**config.mk**
```make
export PLATFORM = sky130hd
export DESIGN_NAME = staller
export DESIGN_NICKNAME = d
export VERILOG_FILES = /design/src/rtl/staller.sv
export SDC_FILE = /design/constraint.sdc
export NUM_CORES = 1
export LEC_CHECK = 0
export ABC_AREA = 1
export BUFFER_PORTS_ARGS = -buffer_cell sky130_fd_sc_hd__buf_2
export CORE_MARGIN = 1.5
export CORE_UTILIZATION = 55
export DETAILED_ROUTE_END_ITERATION = 12
export MAX_ROUTING_LAYER = met4
export PLACE_DENSITY = 0.84
export SYNTH_ARGS = -nofsm -noshare
export SYNTH_HDL_FRONTEND = slang
export SYNTH_SLANG_ARGS = --single-unit
```
**constraint.sdc**
```tcl
create_clock -name clk -period 2.1 [get_ports clk]
set_input_delay 0.42 -clock clk [delete_from_list [all_inputs] [get_ports clk]]
set_output_delay 0.42 -clock clk [all_outputs]
set_load 0.005 [all_outputs]
```
**src/rtl/staller.sv**
```systemverilog
// Pipeline hazard/stall controller for a 5-stage core.
// In: clk, rst (async, active-low), MEM/IF handshakes, jump, load-use; out: per-stage controls, stall count, timeout flag.
module staller #(
  parameter int TIMEOUT = 255,
  parameter int CNT_W   = 32
) (
  input  logic             clk,
  input  logic             rst,
  input  logic             mem_req_MEM_i,
  input  logic             mem_done_i,
  input  logic             jump_EX_i,
  input  logic             ld_hazard_ID_i,
  input  logic             if_req_i,
  input  logic             if_done_i,
  output logic [1:0]       stl_PC_o,
  output logic [1:0]       stl_IF_ID_o,
  output logic [1:0]       stl_ID_EX_o,
  output logic [1:0]       stl_EX_MEM_o,
  output logic [1:0]       stl_MEM_WB_o,
  output logic [CNT_W-1:0] stall_cnt_o,
  output logic             err_o
);

  localparam int TW = $clog2(TIMEOUT + 1);
  localparam int WAIT_W = (TW > 8) ? TW : 8;
  localparam logic [WAIT_W-1:0] WAIT_MAX = WAIT_W'(TIMEOUT);

  localparam logic [1:0] NORMAL = 2'b00;
  localparam logic [1:0] STALL  = 2'b01;
  localparam logic [1:0] BUBBLE = 2'b10;

  typedef enum logic {RUN, DISCARD} state_e;

  state_e            state_q, state_d;
  logic [WAIT_W-1:0] wait_q, wait_d;
  logic              err_q, err_d;
  logic [CNT_W-1:0]  cnt_q, cnt_d;

  logic mem_stall, if_stall;
  logic sel_mem, sel_jmp, sel_ld, sel_if, sel_drop;

  assign mem_stall = mem_req_MEM_i & ~mem_done_i;
  assign if_stall  = if_req_i & ~if_done_i;

  // one-hot priority selects
  assign sel_mem  = mem_stall;
  assign sel_jmp  = ~mem_stall & jump_EX_i;
  assign sel_ld   = ~mem_stall & ~jump_EX_i & ld_hazard_ID_i;
  assign sel_if   = ~mem_stall & ~jump_EX_i & ~ld_hazard_ID_i
                  & if_stall;
  // wrong-path fetch returning: drop it
  assign sel_drop = ~mem_stall & ~jump_EX_i & ~ld_hazard_ID_i
                  & ~if_stall & (state_q == DISCARD) & if_done_i;

  always_ff @(posedge clk or negedge rst) begin
    if (!rst) state_q <= RUN;
    else      state_q <= state_d;
  end

  // mem_stall freezes the state; a returning fetch always
  // leaves DISCARD, whichever priority owns the cycle
  always_comb begin
    state_d = state_q;
    if (!mem_stall) begin
      if (jump_EX_i & if_stall) state_d = DISCARD;
      else if (if_done_i)       state_d = RUN;
    end
  end

  always_comb begin
    stl_PC_o     = NORMAL;
    stl_IF_ID_o  = NORMAL;
    stl_ID_EX_o  = NORMAL;
    stl_EX_MEM_o = NORMAL;
    stl_MEM_WB_o = NORMAL;
    if (!rst) begin
      stl_PC_o     = BUBBLE;
      stl_IF_ID_o  = BUBBLE;
      stl_ID_EX_o  = BUBBLE;
      stl_EX_MEM_o = BUBBLE;
      stl_MEM_WB_o = BUBBLE;
    end else begin
      unique case (1'b1)
        sel_mem: begin
          stl_PC_o     = STALL;
          stl_IF_ID_o  = STALL;
          stl_ID_EX_o  = STALL;
          stl_EX_MEM_o = STALL;
          stl_MEM_WB_o = BUBBLE;
        end
        sel_jmp: begin
          stl_IF_ID_o = BUBBLE;
          stl_ID_EX_o = BUBBLE;
        end
        sel_ld: begin
          stl_PC_o    = STALL;
          stl_IF_ID_o = STALL;
          stl_ID_EX_o = BUBBLE;
        end
        sel_if: begin
          stl_PC_o    = STALL;
          stl_IF_ID_o = BUBBLE;
        end
        sel_drop: stl_IF_ID_o = BUBBLE;
        default: ;
      endcase
    end
  end

  always_comb begin
    wait_d = '0;
    if (mem_stall)
      wait_d = (wait_q == WAIT_MAX) ? wait_q : wait_q + 1'b1;
    err_d = err_q | (mem_stall & (wait_d == WAIT_MAX));
    cnt_d = cnt_q;
    if ((stl_PC_o != NORMAL) && (cnt_q != '1))
      cnt_d = cnt_q + 1'b1;
  end

  always_ff @(posedge clk or negedge rst) begin
    if (!rst) begin
      wait_q <= '0;
      err_q  <= 1'b0;
      cnt_q  <= '0;
    end else begin
      wait_q <= wait_d;
      err_q  <= err_d;
      cnt_q  <= cnt_d;
    end
  end

  assign stall_cnt_o = cnt_q;
  assign err_o       = err_q;

endmodule
```
# Word-level counts from Yosys, hierarchy flattened
# Index checks and enable logic that the tools add are counted.
# W data, S select, Z words.
[word_totals]
register_bits = 42
latch_bits = 0
ram_bits = 0
rom_bits = 0
out_inout_bits = 43
wordCells = 50
mem_count = 0
[classes]
addsub = 2
multipliers = 0
div = 0
order_cmp = 0
eq_ne = 3
shift = 0
n_mux = 14
n_bitwise = 19
reduce_logical = 8
[op_table]
columns = ["operator", "count"]
rows = [
  ["$add A32 B1 Y32 const B", 1],
  ["$ne A32 B32 Y1 const B", 1],
  ["$eq A8 B8 Y1 const B", 2],
  ["$mux W8", 2],
  ["$and A1 B1 Y1", 12],
  ["$mux W2", 6],
  ["$add A8 B1 Y8 const B", 1],
  ["$pmux W2 S2", 2],
  ["$not A1 Y1", 6],
  ["$reduce_or A3 Y1", 2],
  ["$mux W1", 4],
  ["$reduce_bool A2 Y1", 2],
  ["$reduce_or A2 Y1", 2],
  ["$reduce_and A2 Y1", 1],
  ["$logic_and A1 B1 Y1", 1],
  ["$or A1 B1 Y1", 1],
]

# Depth between registers and ports, before layout
# Gate-level depths: netlist of the first run.
[depth]
ltp_word = 11
ltp_mapped = 11
ltp_nobuf = 11

# Worst setup path before layout of the first run
# OpenSTA, ideal clock, no wires.
[synth_path]
kind = "input -> output"
start = "input mem_req_MEM_i"
end = "output stl_IF_ID_o[1]"
arrival_ps = 1193
path_slack_ps = 487
cell_stages = 7
n_path_buf = 1
path_cell_list = "inv_1 > nor2_4 > inv_2 > clkbuf_1 > o21ai_0 > nand4_1 > nand4_1"
[synth_via]
elab_chain_len = 10
elab_cells_between_ends = 14
cone_classes = "2 x mux; 10 x bitwise; 2 x reduce/logical"
[synth_rtl]
columns = ["element", "line_no", "rtl"]
rows = [
  ["start: declaration", "9", "input logic mem_req_MEM_i,"],
  ["$and A1 B1 Y1 (*)", "42", "assign mem_stall = mem_req_MEM_i & ~mem_done_i;"],
  ["$not A1 Y1 (no source line)", "--", ""],
  ["$and A1 B1 Y1", "48, 49, 52", ""],
  ["$and A1 B1 Y1", "49, 52", ""],
  ["$and A1 B1 Y1 (3 in series)", "53", "& ~if_stall & (state_q == DISCARD) & if_done_i;"],
  ["$reduce_or A3 Y1 (no source line)", "--", ""],
  ["$pmux W2 S2 (*)", "83", "unique case (1'b1)"],
  ["$mux W2 (*)", "76", "if (!rst) begin"],
  ["end: declaration", "16", "output logic [1:0] stl_IF_ID_o,"],
]
# Every way passes the cells marked *; elsewhere a longest branch is shown, timed or not.

# Final worst setup path of the first run
[layout_path]
start = "input rst"
end = "output stl_ID_EX_o[0]"
[layout_via]
elab_chain_len = 1
[layout_rtl]
columns = ["element", "line_no", "rtl"]
rows = [
  ["start: declaration", "8", "input logic rst,"],
  ["$mux W2", "76", ""],
  ["end: declaration", "17", "output logic [1:0] stl_ID_EX_o,"],
]
# Every way passes these cells.

==> metrics.cfg, run 1 <==
[grt]
antenna_found_initial = 0
overflow = 0
grt_max_degree = 37
grt_pass1_wl_microns = 11200
grt.total_usage_pct = 27.1
grt_pass1_vias = 2413

[clock_network]
cts_buffer_depth = 2
clk_latency_ps = 300
cts_made_buffers = 5
cts_tree = built
cts-resized-gates = 0
cts_root_buf = clkbuf_8
clkTransAtPathRegs_ps = 80
hold_buffers = 1
cts.sinks = 42
cts.htree.levels = 2
postCtsSetupRepairBufs = 0

[drt]
drt-initial-drc-count = 228
drc = 0
wl_microns = 6710
antenna_left = 0
routedWlPerCell_microns = 12.6
vias = 2767
post_drt_via_cell_ratio = 5.20
drt-pass1-iter-count = 5

[sta]
rsz0062_at_grt = no
skew_ps = 6.60
hold_viol = 0
fmax_mhz = 513
setup_tns_ps = 0
finalSetupViolCount = 0
setup_slack_ps = 150
post-route-period-util_pct = 92.9
period_minus_slack_ps = 1950
slew_violations = 0

[setup_path]
reg2reg_depth = 10
crit_chain = dlygate4sd3_1 > buf_2 > inv_1 > nor2_1 > buf_2
cp.required_ps = 1680
worstPathMaxFanout = 8
critPathMaxStageDelay_ps = 520
r2r_slack_ps = 230
cpMostUsedCell = buf_2
crit_type = in2out
cp-start-kind = primary input
cp_top_family = buffers and inverters
cp.arrival_ps = 1530
reg2reg_from = stall_cnt_o[0]$_DFFE_PN0P_
cp.buffers_inverters = 4
crit_slowest_cell = dlygate4sd3_1
r2r-end = stall_cnt_o[31]$_DFFE_PN0P_
end_kind = output port

[power_and_ir_drop]
p_leak_nw = 1.61
power_density_nw_per_um2 = 607
vdd_ir_drop_max_mv = 0.614

[outcome]
status = complete, no violations

[layout]
layout-drive-gt1-share_pct = 17.0
num-nets-final = 474
syn_to_final_growth_pct = 12.9
final_core_util_pct = 66.2
antenna_cells = 0

[min_path]
worstHoldPathType = in2reg
hold_end = state_q$_DFFE_PN0P_
hold_depth = 3
holdCritStartpoint = if_req_i

[synthesis]
synth.largest_area_cell = dfrtp_1
syn-mean-instance-area_sq_um = 6.84
synth_fp_nets = 426
yosysWarnings = 0
synthCells = 416
synth_compound_area_share_pct = 3.30
synth.area.mux_share_pct = 0
synth-edff-count = 0
seq_area_frac_synth_pct = 37.0
ys_seq_elements = 42
synthesis.area_sq_um = 2840
yosys.area_share.simple_pct = 43.6
synth_top_family_by_area = simple AND/OR/NAND/NOR gates
yosys-top-cells-area = dfrtp_1 37%, nand2_1 24%, nor2_1 7.5%, inv_1 4.0%, xnor2_1 3.7%
synthDistinctLibCells = 34
synth_fa_ha_area_share_pct = 0.880
ys_async_sr_fraction_pct = 100
netlist.area_leader.share_pct = 37.0
ys.flop_type = dfrtp_1
synth-xor-area-share_pct = 7.08

[place]
dp_hpwl_microns = 5130
place_congestion = 0.942
portBuffers = 49
dp_slack_ps = 193

[die]
dieArea_sq_um = 5610
dieHeight_microns = 74.9
initial_utilization_pct = 58.7
num_rows = 25
core_sq_um = 4850
fp.dieW_microns = 74.9
pin_count = 51

[flow_run]
maxCapViolations = 0

## layout make-up
cell class | instances | area (sq um)
well taps | 67 | 83.8
repair buffers | 52 | 270
flip-flops and latches | 42 | 1050
clock inverters | 3 | 40.0
inverters | 34 | 133
clock buffers | 5 | 68.8
multi-input cells | 329 | 1570
fillers | 446 | 1640
## state kept, by name, indices dropped and copies added, names as in the netlist
| signal | flops |
|---|---|
| wait_q | 8 |
| err_o | 1 |
| stall_cnt_o | 32 |
| state_q | 1 |
## worst register-to-register path: stages (launching register included)
cell and delay, ps:
dfrtp_1 440, ha_1 260, nand3_4 130, inv_2 110, nand2_4 90, nor2_8 140, nand2_4 90, nand2_8 210
inv_6 150, nand2_1 100, nand2_1 50
## Yosys cell counts (all sizes together) (2+ instances only)
cell type  count
a21oi          4
a31oi          2
buf           10
dfrtp         42
ha             2
inv           34
nand2        185
nand3         19
nand3b         3
nand4          9
nor2          63
nor3           6
o21ai         10
xnor2         12
xor2          11
## kinds of logic after synthesis
| kind of cell | after synthesis |
|---|---|
| compound gates | 17 |
| simple gates | 286 |
| fa+ha+maj | 2 |
| flops | 42 |
| xor+xnor | 23 |
| other cells | 1 |
| buf+inv | 45 |
## routing by layer
layer / wire length [microns] / up-vias / track usage [%]
met4: 84 / 0 / 8.69
met3: 394 / 9 / 3.21
li1: - / 1379 / -
met1: 3260 / 1283 / 39.6
met2: 2970 / 96 / 39.0
met5: 0 / - / -
## worst max-delay path by stage
stage	start	to	slack, ps	depth (start not counted)
floorplan	mem_req_MEM_i	stl_IF_ID_o[1]	490	7
global placement	mem_req_MEM_i	stall_cnt_o[22]$_DFFE_PN0P_	270	11
detailed placement	mem_req_MEM_i	stall_cnt_o[31]$_DFFE_PN0P_	190	11
CTS	rst	stl_ID_EX_o[0]	140	5
global route	rst	stl_ID_EX_o[1]	50	6
finish	rst	stl_ID_EX_o[0]	150	5
## stage by stage
stage          cells  hold WS (ps)  power [mW]  cell area, sq um
3_3_place_gp     523           267        1.31              3090
3_5_place_dp     523           265        1.32              3090
2_1_floorplan    416           124        1.21              2840
4_1_cts          532           400        1.96              3210
6_report         532           395        1.95              3210
5_1_grt          532           434        2.05              3210
## where the power goes
group / leakage (nW) / internal [mW] / switching, mW / total, mW
combinational: 0.980 / 0.144 / 0.192 / 0.337
sequential: 0.571 / 0.867 / 0.103 / 0.970
clock: 0.0579 / 0.350 / 0.292 / 0.643
## placed cells by master, fill, tap and decap left out, types with 2 or more instances in the layout
master    count
dfrtp_1      42
ha_1          2
nand3b_1      3
clkinv_2      2
o21ai_1       5
nand2_1     179
nor2_1       57
xnor2_1      12
nand2_2       3
nor2_4        2
buf_4         2
o21ai_0       5
nor2_2        3
inv_2         3
nand2_4       2
a21oi_1       3
nand3_1      17
buf_2        49
nand4_1       9
nor3_1        5
inv_1        30
clkbuf_8      5
xor2_1       11
a31oi_1       2
(Power assumes the default switching activity.)
==> run 2, diff against run 1 <==
--- a/config.mk
+++ b/config.mk
@@ -6,7 +6,7 @@
 export NUM_CORES = 1
 export LEC_CHECK = 0
 export ABC_AREA = 1
-export BUFFER_PORTS_ARGS = -buffer_cell sky130_fd_sc_hd__buf_2
+export BUFFER_PORTS_ARGS = -buffer_cell sky130_fd_sc_hd__clkbuf_2
 export CORE_MARGIN = 1.5
 export CORE_UTILIZATION = 55
 export DETAILED_ROUTE_END_ITERATION = 12
==> constraint.sdc (replaced) <==
create_clock -name clk -period 2.4 [get_ports clk]
set_input_delay 0.48 -clock clk [delete_from_list [all_inputs] [get_ports clk]]
set_output_delay 0.48 -clock clk [all_outputs]
set_load 0.005 [all_outputs]
==> metrics.cfg, run 2 (same netlist as run 1, synthesis figures left out) <==
[power_and_ir_drop]
pwr-share-seq_pct = 53.8  ; +4.0 points
p_int_mw = 1.08  ; -20%
comb_power_share_pct = 18.8  ; +1.5 points
p_clk_share_pct = 27.4  ; -5.6 points
switching_power_mw = 0.493  ; -16%
vdd_ir_drop_max_mv = 0.461  ; -25%
swShare_pct = 31.3  ; +1.1 points
p_leak_nw = 1.56  ; -2.9%
power_density_nw_per_um2 = 498  ; -18%

[clock_network]
postCtsSetupRepairBufs = 0  ; unchanged
cts-resized-gates = 0  ; unchanged
cts.htree.levels = 2  ; unchanged
cts_tree = built
cts_buffer_depth = 2  ; unchanged
cts_made_buffers = 5  ; unchanged
cts.sinks = 42  ; unchanged
cts_root_buf = clkbuf_8
clkTransAtPathRegs_ps = 80  ; about the same
clk_latency_ps = 300  ; about the same
hold_buffers = 0  ; -1

[layout]
num-nets-final = 473  ; -0.21%
final_area_sq_um = 3170  ; -1.3%
layout-drive-gt1-share_pct = 16.4  ; -0.57 points
final_cell_mix = 179 x nand2_1, 57 x nor2_1, 49 x clkbuf_2
antenna_cells = 0  ; unchanged
final_common_cell = nand2_1
syn_to_final_growth_pct = 11.4
final_core_util_pct = 65.4  ; -0.88 points
largest_reg_flops = 32  ; unchanged

[outcome]
status = complete, no violations

[setup_path]
crit_end = stall_cnt_o[26]$_DFFE_PN0P_
cp.required_ps = 2590  ; +910 ps
cp.arrival_ps = 2050  ; +520 ps
reg2reg_depth = 10  ; unchanged
worstPathMaxFanout = 36  ; +28
end_kind = flop
crit_type = reg2reg
r2r-end = stall_cnt_o[26]$_DFFE_PN0P_
critPathLaunch = stall_cnt_o[0]$_DFFE_PN0P_
cp-start-kind = flop
r2r_slack_ps = 540  ; +310 ps
reg2reg_from = stall_cnt_o[0]$_DFFE_PN0P_

[drt]
wl_microns = 6580  ; -2.0%
vias = 2755  ; -0.43%
routedWlPerCell_microns = 12.4  ; -1.7%
drt-pass1-iter-count = 4  ; -1
post_drt_via_cell_ratio = 5.20  ; about the same
drc = 0  ; unchanged
antenna_left = 0  ; unchanged
drt-initial-drc-count = 228  ; unchanged

[sta]
period_minus_slack_ps = 1860
setup_tns_ps = 0  ; unchanged
slew_violations = 0  ; unchanged
hold_viol = 0  ; unchanged
post-route-period-util_pct = 77.5
skew_ps = 9.52  ; +2.92 ps
fmax_mhz = 538
rsz0062_at_grt = no
finalSetupViolCount = 0  ; unchanged

[die]
pin_count = 51  ; unchanged
dieArea_sq_um = 5610  ; unchanged
initial_utilization_pct = 58.7  ; unchanged
core_sq_um = 4850  ; unchanged
fp.dieW_microns = 74.9  ; unchanged
num_rows = 25  ; unchanged
dieHeight_microns = 74.9  ; unchanged

[flow_run]
maxCapViolations = 0  ; unchanged

[place]
place_congestion = 0.982  ; +4.2%
placedInstanceArea_sq_um = 3090  ; unchanged
dp_hpwl_microns = 5020  ; -2.1%
portBuffers = 49  ; unchanged

[min_path]
worstHoldPathType = in2async

[grt]
overflow = 0  ; unchanged
grt.total_usage_pct = 27.1  ; +0.074 points
grt_max_degree = 37  ; unchanged
antenna_found_initial = 0  ; unchanged
grt_pass1_vias = 2491  ; +3.2%
grt_pass1_wl_microns = 11200  ; +0.68%

run 2: cell types whose count changed in the layout (fill, tap and decap cells not counted):
cell / change
bufinv_16: -1
buf_2: -49
clkinv_2: -2
clkbuf_2: +49
dlygate4sd3_1: -1
clkbuf_1: +2
run 2: layout make-up:
type	count	area, sq um
multi-input cells	329	1570
fillers	435	1680
repair buffers	51	260
flip-flops and latches	42	1050
well taps	67	83.8
clock buffers	7	76.3
inverters	34	133
run 2: how the worst min path moves through the flow:
stage,startpoint,to,slack (ps),depth (start not counted)
2_1_floorplan,rst,err_o$_DFF_PN0_,180,0
3_3_place_gp,err_o$_DFF_PN0_,err_o$_DFF_PN0_,450,2
3_5_place_dp,err_o$_DFF_PN0_,err_o$_DFF_PN0_,450,2
4_1_cts,rst,stall_cnt_o[8]$_DFFE_PN0P_,200,2
5_1_grt,rst,stall_cnt_o[8]$_DFFE_PN0P_,210,2
6_report,rst,stall_cnt_o[19]$_DFFE_PN0P_,200,2
run 2: critical path, stage by stage, from the launching register on:
cell and delay [ps]:
dfrtp_1 430, ha_1 260, nand3_4 130, inv_2 100, nand2_4 90, nor2_8 140, nand2_4 90, nand2_8 210
inv_6 130, nand2_1 90, nand2_1 50
run 2: metrics by stage:
stage / setup slack [ps] / std cells / power (mW) / hold slack, ps
after global placement: 532 / 523 / 1.15 / 447
final: 540 / 530 / 1.58 / 199
after CTS: 537 / 530 / 1.59 / 195
after floorplan: 667 / 416 / 1.06 / 184
after global routing: 343 / 530 / 1.66 / 211
after detailed placement: 465 / 523 / 1.16 / 450
run 2: power by group through the flow:
stage | combinational [mW] | clock, mW | sequential, mW
after floorplan | 0.215 | 0 | 0.840
after global placement | 0.288 | 0 | 0.860
after detailed placement | 0.298 | 0 | 0.863
after CTS | 0.301 | 0.443 | 0.849
after global routing | 0.343 | 0.460 | 0.861
final | 0.296 | 0.432 | 0.849
run 2: per-layer routing:
| metal | vias to the layer above | GRT usage [%] | part of all wire, % |
|---|---|---|---|
| met5 | - | - | 0 |
| met4 | 0 | 10.1 | 2.0 |
| met2 | 116 | 39.9 | 44 |
| li1 | 1374 | - | - |
| met3 | 13 | 4.42 | 6.2 |
| met1 | 1252 | 37.7 | 48 |
